**config.mk**
```make
export PLATFORM = sky130hd
export DESIGN_NAME = seg7_mux
export DESIGN_NICKNAME = d
export VERILOG_FILES = /design/src/rtl/seg7_mux.sv
export SDC_FILE = /design/constraint.sdc
export NUM_CORES = 1
export LEC_CHECK = 0
export CELL_PAD_IN_SITES_DETAIL_PLACEMENT = 1
export CELL_PAD_IN_SITES_GLOBAL_PLACEMENT = 2
export CORE_MARGIN = 2
export CORE_UTILIZATION = 29
export CTS_CLUSTER_DIAMETER = 30
export DETAILED_ROUTE_END_ITERATION = 16
export PLACE_DENSITY = 0.82
export SLEW_MARGIN = 10
export SYNTH_ARGS = -nofsm -noshare
export SYNTH_HDL_FRONTEND = slang
export SYNTH_SLANG_ARGS = --single-unit
```
**constraint.sdc**
```tcl
create_clock -name clk -period 2.3 [get_ports clk]
set_input_delay 0.46 -clock clk [delete_from_list [all_inputs] [get_ports clk]]
set_output_delay 0.46 -clock clk [all_outputs]
set_load 0.02 [all_outputs]
```
**src/rtl/seg7_mux.sv**
```systemverilog
// Time-multiplexed hex display driver: shadow-latched digits, per-slot dead cycle,
// optional leading-zero suppression, registered active-low outputs.
module seg7_mux #(
   parameter int DIGITS   = 4,
   parameter int DIV      = 50000,
   parameter bit LZ_BLANK = 1'b0
) (
   input  logic                clk,
   input  logic                rst,
   input  logic [4*DIGITS-1:0] value,
   input  logic [DIGITS-1:0]   dp,
   input  logic [DIGITS-1:0]   blank,
   input  logic                load,
   output logic [6:0]          seg,
   output logic                dp_out,
   output logic [DIGITS-1:0]   an
);
   localparam int CW = (DIV > 1) ? $clog2(DIV) : 1;
   localparam int IW = (DIGITS > 1) ? $clog2(DIGITS) : 1;
   localparam logic [CW-1:0] CNT_LAST = CW'(DIV - 1);
   localparam logic [IW-1:0] IDX_LAST = IW'(DIGITS - 1);

   logic [CW-1:0]       r_cnt;
   logic [IW-1:0]       r_idx;
   logic [4*DIGITS-1:0] r_val;
   logic [DIGITS-1:0]   r_dp;
   logic [DIGITS-1:0]   r_blank;
   logic [6:0]          r_seg;
   logic                r_dp_out;
   logic [DIGITS-1:0]   r_an;

   logic [DIGITS-1:0]   w_lz;
   logic [DIGITS-1:0]   w_an;
   logic [3:0]          w_nib;
   logic                w_dp;
   logic                w_off;
   logic                w_dead;

   function automatic logic [6:0] decode(input logic [3:0] n);
      case (n)
         4'h0: decode = 7'b1000000;
         4'h1: decode = 7'b1111001;
         4'h2: decode = 7'b0100100;
         4'h3: decode = 7'b0110000;
         4'h4: decode = 7'b0011001;
         4'h5: decode = 7'b0010010;
         4'h6: decode = 7'b0000010;
         4'h7: decode = 7'b1011000;
         4'h8: decode = 7'b0000000;
         4'h9: decode = 7'b0010000;
         4'hA: decode = 7'b0001000;
         4'hB: decode = 7'b0000011;
         4'hC: decode = 7'b1000110;
         4'hD: decode = 7'b0100001;
         4'hE: decode = 7'b0000110;
         default: decode = 7'b0001110;
      endcase
   endfunction

   // Scan from the most significant nibble down; a lit dp keeps its own digit visible.
   always_comb begin : lz_mask
      logic hz;
      hz   = 1'b1;
      w_lz = '0;
      for (int i = DIGITS - 1; i >= 0; i--) begin
         hz      = hz & (r_val[4*i +: 4] == 4'h0);
         w_lz[i] = LZ_BLANK && (i != 0) && hz && !r_dp[i];
      end
   end

   assign w_dead = (r_cnt == '0);

   always_comb begin
      w_nib = 4'h0;
      w_dp  = 1'b0;
      w_off = 1'b0;
      w_an  = '1;
      for (int i = 0; i < DIGITS; i++) begin
         if (r_idx == IW'(i)) begin
            w_nib   = r_val[4*i +: 4];
            w_dp    = r_dp[i];
            w_off   = r_blank[i] | w_lz[i];
            w_an[i] = w_dead;
         end
      end
      if (w_off) w_an = '1;
   end

   always_ff @(posedge clk) begin
      if (rst) begin
         r_cnt    <= '0;
         r_idx    <= '0;
         r_val    <= '0;
         r_dp     <= '0;
         r_blank  <= '0;
         r_seg    <= 7'h7F;
         r_dp_out <= 1'b1;
         r_an     <= '1;
      end else begin
         if (load) begin
            r_val   <= value;
            r_dp    <= dp;
            r_blank <= blank;
         end
         if (r_cnt == CNT_LAST) begin
            r_cnt <= '0;
            r_idx <= (r_idx == IDX_LAST) ? '0 : r_idx + IW'(1);
         end else begin
            r_cnt <= r_cnt + CW'(1);
         end
         r_an     <= w_an;
         r_seg    <= (w_off || w_dead) ? 7'h7F : decode(w_nib);
         r_dp_out <= w_off || w_dead || !w_dp;
      end
   end

   assign seg    = r_seg;
   assign dp_out = r_dp_out;
   assign an     = r_an;
endmodule

```
==> tab_implementation.tex, run 1 <==
\begin{tabular}{lr}
\hline
Metric & Value \\
\hline
\multicolumn{2}{l}{\textbf{Timing}} \\
\quad Maximum clock frequency & 476.8 MHz \\
\quad Worst slew pin tran & 641.8 ps \\
\quad Fin. max-slew vios & 0 \\
\quad Clk\_skew & a little under 20 ps \\
\quad Count of final hold-check violations & 0 \\
\quad Final setup violating endpoints & 0 \\
\quad Hold Slack & about 470 ps \\
\quad Post-route fraction of the period consumed by the critical path & between 90\% and 100\% \\
\quad TNS Setup & 0 ps \\
\quad Max transition margin & around 57\% \\
\quad Post-route minimum period & approximately 2100 ps \\
\quad RSZ-0062 raised after global routing & no \\
\multicolumn{2}{l}{\textbf{Placed design}} \\
\quad Post-place instance area & 2983 um\^{}2 \\
\quad Gpl congestion & slightly below 0.8 \\
\quad Port Buffer Count & 38 \\
\quad Placed Cells incl. Taps & 408 \\
\quad Placed wire-length estimate & about 4100 um \\
\multicolumn{2}{l}{\textbf{Logic synthesis}} \\
\quad Post-synthesis cell type count & 42 \\
\quad Number of flip-flops and latches in the synthesized netlist & 54 \\
\quad Portion of the post-synthesis area used by sequential elements & between 40\% and 50\% \\
\quad Number of warnings printed during yosys synthesis & 0 \\
\quad Post-synth net total & a little over 300 \\
\quad Cells after synthesis & approximately 270 \\
\quad Mean instance size in the synthesized netlist & slightly above 9 um\^{}2 \\
\quad Combined area of all synthesized cells & $\sim$2500 um\^{}2 \\
\multicolumn{2}{l}{\textbf{Power and ir drop}} \\
\quad Internal cell power & between 1 and 1.5 mW \\
\quad Part of the total power dissipated in sequential elements & between 50 and 60\% \\
\quad Lkg Pwr & $\sim$1.3 nW \\
\quad Power per cell area & between 600 and 700 nW/um\^{}2 \\
\quad Part of the power in combinational logic & approximately an eighth \\
\quad Clock share of power & between 30\% and 40\% \\
\quad Total net switching power & $\sim$0.47 mW \\
\quad Switching portion of total power & 24.79\% \\
\quad Maximum vdd ir drop & 0.3851 mV \\
\multicolumn{2}{l}{\textbf{Cells and area}} \\
\quad Number of antenna cells inserted & 0 \\
\quad Final Instance Area & between 3000 and 4000 um\^{}2 \\
\quad Final nets & 350 \\
\quad Layout overhead on the synthesized area & 26.91\% \\
\quad Final std cells w/o fill & approximately 420 \\
\quad Layout cells sized above 1 & between 10\% and 20\% \\
\multicolumn{2}{l}{\textbf{Status}} \\
\quad Status & finished clean \\
\multicolumn{2}{l}{\textbf{Clock network}} \\
\quad Count of hold-fix buffers inserted at cts & 0 \\
\quad TritonCTS clock tree & done \\
\quad Max Root-Sink Buffers & 2 \\
\quad Clock buffer count from CTS & 5 \\
\quad Clock latency on the worst-skew pair & 320 ps \\
\quad Worst-path clk slew & roughly 110 ps \\
\quad Clock sinks & 54 \\
\quad Master cell of the clock root buffer & sky130\_fd\_sc\_hd\_\_clkbuf\_8 \\
\quad Number of H-tree levels & 2 \\
\multicolumn{2}{l}{\textbf{Route}} \\
\quad Routed wire length per instance & 13.51 um \\
\quad Post-route DRC violation count & 0 \\
\quad Number of violations reported at the end of detailed-routing iteration 0 & 30 \\
\quad Number of optimization iterations in the first detailed-route pass & 4 \\
\quad Post-Route WL & about 5600 um \\
\quad Per-cell via count in the routed design & between 4 and 5 \\
\quad Number of routed nets with antenna violations & 0 \\
\quad Total via count in the routed design & 1,938 \\
\multicolumn{2}{l}{\textbf{Critical path}} \\
\quad Worst Setup Start Kind & register \\
\quad Kind of cell adding the most delay to the critical path & adder cells \\
\quad Standard cell with the maximum stage delay on the critical path & sky130\_fd\_sc\_hd\_\_dfxtp\_4 \\
\quad Type of element capturing the critical path & register \\
\quad Number of buffers and inverters on the critical path & 1 \\
\quad Chain of cells forming the critical path & ha\_1, a211oi\_1, a221oi\_2, inv\_1, ha\_1, mux2\_2, a22oi\_1, nand2\_1 \\
\quad Critical path fanouts, max & 11 \\
\quad Crit-path max cell delay & around 380 ps \\
\quad Data required time of the worst path & 2510 ps \\
\quad Library cell appearing most often on the critical path & sky130\_fd\_sc\_hd\_\_ha\_1 \\
\quad Worst endpoint data arrival time & 2310 ps \\
\quad Kind of critical path & register to register \\
\multicolumn{2}{l}{\textbf{Global routing}} \\
\quad Maximum number of pins on one net before global-route repair & 29 \\
\quad Number of antenna violations at the first check in global routing & 0 \\
\quad Total congestion overflow after global routing & 0 \\
\quad Total GRT Usage & 12.93\% \\
\quad Global-route wire length before repair & $\sim$9300 um \\
\quad Number of global-route vias before repair & a little under 2,000 \\
\multicolumn{2}{l}{\textbf{Floorplan}} \\
\quad Width of the chip & around 96 um \\
\quad Initial core utilization & 29.94\% \\
\quad Die Y-Extent & slightly below 100 um \\
\quad Num rows & 33 \\
\quad Area of the die & between 9000 and 10,000 um\^{}2 \\
\quad Floorplan core area & 8217 um\^{}2 \\
\quad \# IOs & 39 \\
\multicolumn{2}{l}{\textbf{Hold path}} \\
\quad Hold Crit Class & register to register \\
\multicolumn{2}{l}{\textbf{Run}} \\
\quad Count of max-cap constraint violations & 0 \\
\hline
\end{tabular}
[what timing repair did]
item,CTS,global route
endpoints found under the setup margin,0,4
gates resized for setup,0,8
setup buffers,0,1
[placed cells by master (no fill, tap or decap), drive strengths merged, types with 9 or more instances in the layout]
| master | instances |
|---|---|
| dfxtp | 54 |
| nor2 | 48 |
| clkdlybuf4s50 | 38 |
| mux2i | 27 |
| nand2 | 22 |
| buf | 13 |
| inv | 12 |
| ha | 12 |
| xor2 | 9 |
| a21oi | 9 |
[final timing paths]
| check | cells past startpoint | slack [ps] | startpoint | end |
|---|---|---|---|---|
| worst min-delay path | 1 | 470 | r_cnt[0]$_SDFF_PP0_ | r_cnt[0]$_SDFF_PP0_ |
| worst max-delay path | 8 | 200 | r_idx[0]$_SDFFE_PP0N_ | seg[6]$_SDFF_PP1_ |
| worst min register to register | 1 | 470 | r_cnt[0]$_SDFF_PP0_ | r_cnt[0]$_SDFF_PP0_ |
| worst max register to register | 8 | 200 | r_idx[0]$_SDFFE_PP0N_ | seg[6]$_SDFF_PP1_ |
[flip-flops by register name, indices dropped and copies added (netlist names)]
signal	flops
dp_out	1
an	4
seg	7
r_blank	4
r_cnt	16
r_idx	2
r_val	16
r_dp	4
[layout make-up]
class	instances	area, um^2
Clock buffer	5	68.82
Clock inverter	3	43.79
Fill cell	952	5095
Inverter	11	41.29
Multi-Input combinational cell	188	1270
Sequential cell	54	1089
Tap cell	105	131.4
Timing Repair Buffer	51	478.0
[routing by layer]
metal / share of wire (%) / up-vias / track usage [%]
met5: 0 / - / 0
li1: - / 986 / -
met4: 1.1 / 0 / 3.571
met2: 47 / 35 / 21.99
met1: 48 / 909 / 16.53
met3: 4.2 / 8 / 2.662
[metrics by stage]
step           total power, mW  utilization [%]  worst slack [ps]
3_5_place_dp             1.282            36.30             122.3
4_1_cts                  1.940            37.67             47.18
3_3_place_gp             1.278            36.30             182.1
6_report                 1.914            37.99             202.6
2_1_floorplan            1.165                -             25.88
5_1_grt                  2.006            37.99             10.07
[cell families after synthesis]
kind of cell               synth area share (%)
muxes                                     11.90
xor gates and xnor gates                  4.985
adders and majority gates                 6.104
DFF                                       43.95
and+or+nand+nor                           20.96
buffers and inverters                     5.137
AOI/OAI and AO/OA                         6.969
[power groups by stage]
stage               combinational, mW  clock [mW]  sequential [mW]
floorplan                       0.129           0             1.04
global placement                0.254           0             1.02
detailed placement              0.257           0             1.03
CTS                             0.258       0.679             1.00
global route                    0.284       0.715             1.01
finish                          0.255       0.659             1.00
[cell usage after synthesis, drive strengths merged]
cell / n / area share (%)
a211oi: 1 / 0.31
a21oi: 9 / 1.8
a221o: 1 / 0.46
a221oi: 1 / 0.36
a22oi: 2 / 0.61
a311oi: 2 / 0.71
and2: 2 / 0.51
and3: 4 / 1.2
and4: 1 / 0.36
and4b: 1 / 0.41
buf: 11 / 2.8
clkbuf: 4 / 0.61
dfxtp: 54 / 44
ha: 12 / 6.1
inv: 11 / 1.7
mux2: 2 / 0.92
mux2i: 27 / 11
nand2: 22 / 3.4
nand2b: 1 / 0.25
nand3: 5 / 1.0
nand3b: 4 / 1.2
nand4: 5 / 1.3
nor2: 48 / 7.3
nor2b: 2 / 0.51
nor3: 2 / 0.41
nor3b: 5 / 1.5
nor4: 2 / 0.76
o211ai: 4 / 1.2
o21ai: 4 / 0.81
o221ai: 1 / 0.36
o31ai: 1 / 0.31
or2: 2 / 0.51
or4: 1 / 0.31
xnor2: 5 / 1.8
xor2: 9 / 3.2
No activity file was read; power rests on OpenSTA's default activity.
==> run 2: changes to the inputs <==
- CORE_UTILIZATION: 29 -> 32
- PLACE_DENSITY: 0.82 -> 0.86
- clock period: 2.3 -> 2 ns (I/O delays scaled with it)
==> tab_implementation.tex, run 2 (same netlist as run 1, synthesis figures left out) <==
\begin{tabular}{lr}
\hline
Metric & Value \\
\hline
\multicolumn{2}{l}{\textbf{Floorplan}} \\
\quad Floorplan core area & 7331 um\^{}2 (was 8217 um\^{}2) \\
\quad Area of the die & 8404 um\^{}2 (was 9235 um\^{}2) \\
\quad Initial core utilization & 33.56\% (was 29.94\%) \\
\quad Width of the chip & 91.68 um (was 96.10 um) \\
\quad \# IOs & 39 (unchanged) \\
\quad Num rows & 31 (was 33) \\
\quad Die Y-Extent & 91.68 um (was 96.10 um) \\
\multicolumn{2}{l}{\textbf{Timing}} \\
\quad Clk\_skew & 8.138 ps (was 19.74 ps) \\
\quad Maximum clock frequency & 500.7 MHz (was 476.8 MHz) \\
\quad Post-route minimum period & 1997 ps (was 2097 ps) \\
\quad Post-route fraction of the period consumed by the critical path & 99.87\% (was 91.19\%) \\
\quad Max transition margin & 78.21\% (was 56.88\%) \\
\quad Fin. max-slew vios & 0 (unchanged) \\
\quad Count of final hold-check violations & 0 (unchanged) \\
\quad Final setup violating endpoints & 0 (unchanged) \\
\quad RSZ-0062 raised after global routing & yes (was no) \\
\quad Worst slew pin tran & 324.2 ps (was 641.8 ps) \\
\multicolumn{2}{l}{\textbf{Power and ir drop}} \\
\quad Switching portion of total power & 24.75\% (was 24.79\%) \\
\quad Clock share of power & 29.7\% (was 34.4\%) \\
\quad Part of the total power dissipated in sequential elements & 54.9\% (was 52.3\%) \\
\quad Internal cell power & 1.574 mW (was 1.439 mW) \\
\quad Lkg Pwr & 1.323 nW (was 1.252 nW) \\
\quad Part of the power in combinational logic & 15.3\% (was 13.3\%) \\
\quad Total net switching power & 0.5179 mW (was 0.4745 mW) \\
\quad Maximum vdd ir drop & 0.2655 mV (was 0.3851 mV) \\
\quad Power per cell area & 633.6 nW/um\^{}2 (was 613.0 nW/um\^{}2) \\
\multicolumn{2}{l}{\textbf{Global routing}} \\
\quad Global routing usage on met2 & 23.59\% (was 21.99\%) \\
\quad Global-route wire length before repair & 9749 um (was 9321 um) \\
\quad Met1 track utilization from global routing & 18.81\% (was 16.53\%) \\
\quad GRT Max-Usage Layer & met2 (unchanged) \\
\quad Total congestion overflow after global routing & 0 (unchanged) \\
\quad Met3 track demand over resource & 3.205\% (was 2.662\%) \\
\quad Maximum number of pins on one net before global-route repair & 29 (unchanged) \\
\quad Number of antenna violations at the first check in global routing & 0 (unchanged) \\
\quad Number of global-route vias before repair & 2,038 (was 1,953) \\
\quad Total GRT Usage & 14.21\% (was 12.93\%) \\
\multicolumn{2}{l}{\textbf{Hold path}} \\
\quad Hold Crit Class & register to register (unchanged) \\
\multicolumn{2}{l}{\textbf{Clock network}} \\
\quad Master cell of the clock root buffer & sky130\_fd\_sc\_hd\_\_clkbuf\_8 (unchanged) \\
\quad Number of H-tree levels & 2 (unchanged) \\
\quad TritonCTS clock tree & done (unchanged) \\
\quad Clock sinks & 54 (unchanged) \\
\quad Clock buffer count from CTS & 5 (unchanged) \\
\quad Max Root-Sink Buffers & 2 (unchanged) \\
\quad Worst-path clk slew & 100 ps (was 110 ps) \\
\quad Clock latency on the worst-skew pair & 300 ps (was 320 ps) \\
\multicolumn{2}{l}{\textbf{Route}} \\
\quad Total via count in the routed design & 1,995 (was 1,938) \\
\quad Number of optimization iterations in the first detailed-route pass & 4 (unchanged) \\
\quad Routed wire length per instance & 14.19 um (was 13.51 um) \\
\quad Post-Route WL & 6001 um (was 5634 um) \\
\quad Post-route DRC violation count & 0 (unchanged) \\
\quad Number of routed nets with antenna violations & 0 (unchanged) \\
\quad Per-cell via count in the routed design & 4.716 (was 4.647) \\
\quad Number of violations reported at the end of detailed-routing iteration 0 & 65 (was 30) \\
\multicolumn{2}{l}{\textbf{Critical path}} \\
\quad Critical path fanouts, max & 12 (was 11) \\
\quad Worst endpoint data arrival time & 2190 ps (was 2310 ps) \\
\quad Type of element capturing the critical path & register (unchanged) \\
\quad Number of buffers and inverters on the critical path & 3 (was 1) \\
\quad Chain of cells forming the critical path & buf\_4, ha\_4, nor2b\_1, a311oi\_1, buf\_4, buf\_4, mux2i\_2, o221ai\_2 (was ha\_1, a211oi\_1, a221oi\_2, inv\_1, ha\_1, mux2\_2, a22oi\_1, nand2\_1) \\
\quad Standard cell with the maximum stage delay on the critical path & sky130\_fd\_sc\_hd\_\_dfxtp\_4 (unchanged) \\
\quad Data required time of the worst path & 2190 ps (was 2510 ps) \\
\quad Kind of critical path & register to register (unchanged) \\
\quad Kind of cell adding the most delay to the critical path & buffers and inverters (was adder cells) \\
\quad Library cell appearing most often on the critical path & sky130\_fd\_sc\_hd\_\_buf\_4 (was sky130\_fd\_sc\_hd\_\_ha\_1) \\
\quad Worst Setup Start Kind & register (unchanged) \\
\quad Crit-path max cell delay & 370 ps (was 380 ps) \\
\multicolumn{2}{l}{\textbf{Placed design}} \\
\quad Port Buffer Count & 38 (unchanged) \\
\quad Placed wire-length estimate & 4303 um (was 4106 um) \\
\quad Gpl congestion & 0.7701 (was 0.7947) \\
\quad Placed Cells incl. Taps & 412 (was 408) \\
\quad Post-place instance area & 3093 um\^{}2 (was 2983 um\^{}2) \\
\multicolumn{2}{l}{\textbf{Cells and area}} \\
\quad Final std cells w/o fill & 423 (was 417) \\
\quad Leading cell types in the layout, fill and taps excluded & sky130\_fd\_sc\_hd\_\_dfxtp\_1 (52), sky130\_fd\_sc\_hd\_\_nor2\_1 (48), sky130\_fd\_sc\_hd\_\_clkdlybuf4s50\_1 (38), sky130\_fd\_sc\_hd\_\_mux2i\_1 (26), sky130\_fd\_sc\_hd\_\_buf\_4 (24) (was sky130\_fd\_sc\_hd\_\_dfxtp\_1 (52), sky130\_fd\_sc\_hd\_\_nor2\_1 (48), sky130\_fd\_sc\_hd\_\_clkdlybuf4s50\_1 (38), sky130\_fd\_sc\_hd\_\_mux2i\_1 (27), sky130\_fd\_sc\_hd\_\_nand2\_1 (22)) \\
\quad Number of antenna cells inserted & 0 (unchanged) \\
\quad Final nets & 362 (was 350) \\
\quad Fraction of the core area covered by cells at the end of the flow & 45.04\% (was 37.99\%) \\
\quad Final Instance Area & 3302 um\^{}2 (was 3122 um\^{}2) \\
\quad Layout cells sized above 1 & 18.83\% (was 10.90\%) \\
\quad Leading cell type in the layout, fill and taps excluded & sky130\_fd\_sc\_hd\_\_dfxtp\_1 (unchanged) \\
\quad Layout overhead on the synthesized area & 34.23\% (was 26.91\%) \\
\multicolumn{2}{l}{\textbf{Run}} \\
\quad Count of max-cap constraint violations & 0 (unchanged) \\
\multicolumn{2}{l}{\textbf{Status}} \\
\quad Status & finished clean (unchanged) \\
\hline
\end{tabular}
==> run 2: cell types whose count changed in the layout (fill, tap and decap cells not counted), sizes merged <==
cell,change
inv,-1
bufinv,-1
buf,+12
clkbuf,+2
==> run 2: worst reg2reg max path: stages (launching register included) <==
cell	delay, ps
sky130_fd_sc_hd__dfxtp_4	370
sky130_fd_sc_hd__buf_4	140
sky130_fd_sc_hd__ha_4	190
sky130_fd_sc_hd__nor2b_1	140
sky130_fd_sc_hd__a311oi_1	320
sky130_fd_sc_hd__buf_4	190
sky130_fd_sc_hd__buf_4	170
sky130_fd_sc_hd__mux2i_2	250
sky130_fd_sc_hd__o221ai_2	110
==> run 2: final timing paths <==
check | cells past startpoint | end | start | slack, ps
max | 8 | seg[4]$_SDFF_PP1_ | r_idx[1]$_SDFFE_PP0N_ | 3
min | 1 | r_cnt[0]$_SDFF_PP0_ | r_cnt[0]$_SDFF_PP0_ | 470
max reg2reg | 8 | seg[4]$_SDFF_PP1_ | r_idx[1]$_SDFFE_PP0N_ | 3
min reg2reg | 1 | r_cnt[0]$_SDFF_PP0_ | r_cnt[0]$_SDFF_PP0_ | 470
==> run 2: timing repair <==
action,4_1_cts,5_1_grt
endpoints found under the setup margin,3,6
buffers inserted,0,3
pin swaps,2,4
resized for setup,4,17
hold buffers,0,0
==> run 2: final cells by class <==
class / instances / area (um^2)
inverter: 11 / 43.79
multi-input combinational: 188 / 1374
sequential: 54 / 1089
tap: 99 / 123.9
fill: 840 / 4029
clock inverter: 1 / 5.005
timing repair buffer: 63 / 580.6
clock buffer: 7 / 86.33
==> run 2: power groups by stage <==
stage          Sequential, mW  Combinational, mW  Clock [mW]
2_1_floorplan            1.19              0.150           0
3_3_place_gp             1.17              0.302           0
3_5_place_dp             1.18              0.309           0
4_1_cts                  1.15              0.312       0.656
5_1_grt                  1.16              0.352       0.687
6_report                 1.15              0.321       0.622
==> run 2: metrics by stage <==
step | power, mW | hold slack, ps | TNS [ps] | worst slack, ps
after global routing | 2.195 | 512.1 | -438.5 | -110.5
after floorplan | 1.340 | 426.2 | -105.5 | -82.94
final | 2.092 | 474.0 | 0 | 2.607
after global placement | 1.477 | 441.2 | 0 | 12.85
after detailed placement | 1.485 | 463.3 | -36.48 | -36.48
after CTS | 2.120 | 484.2 | 0 | 6.614
==> run 2: layer usage <==
layer | vias up | routed length (um)
li1 | 1014 | -
met1 | 943 | 2836
met2 | 34 | 2898
met3 | 4 | 225
met4 | 0 | 42
met5 | - | 0
==> run 3: changes to the inputs <==
- SLEW_MARGIN: 10 -> 30
==> results of run 3 <==
Final layout, timing and power as in run 2 (identical DEF).
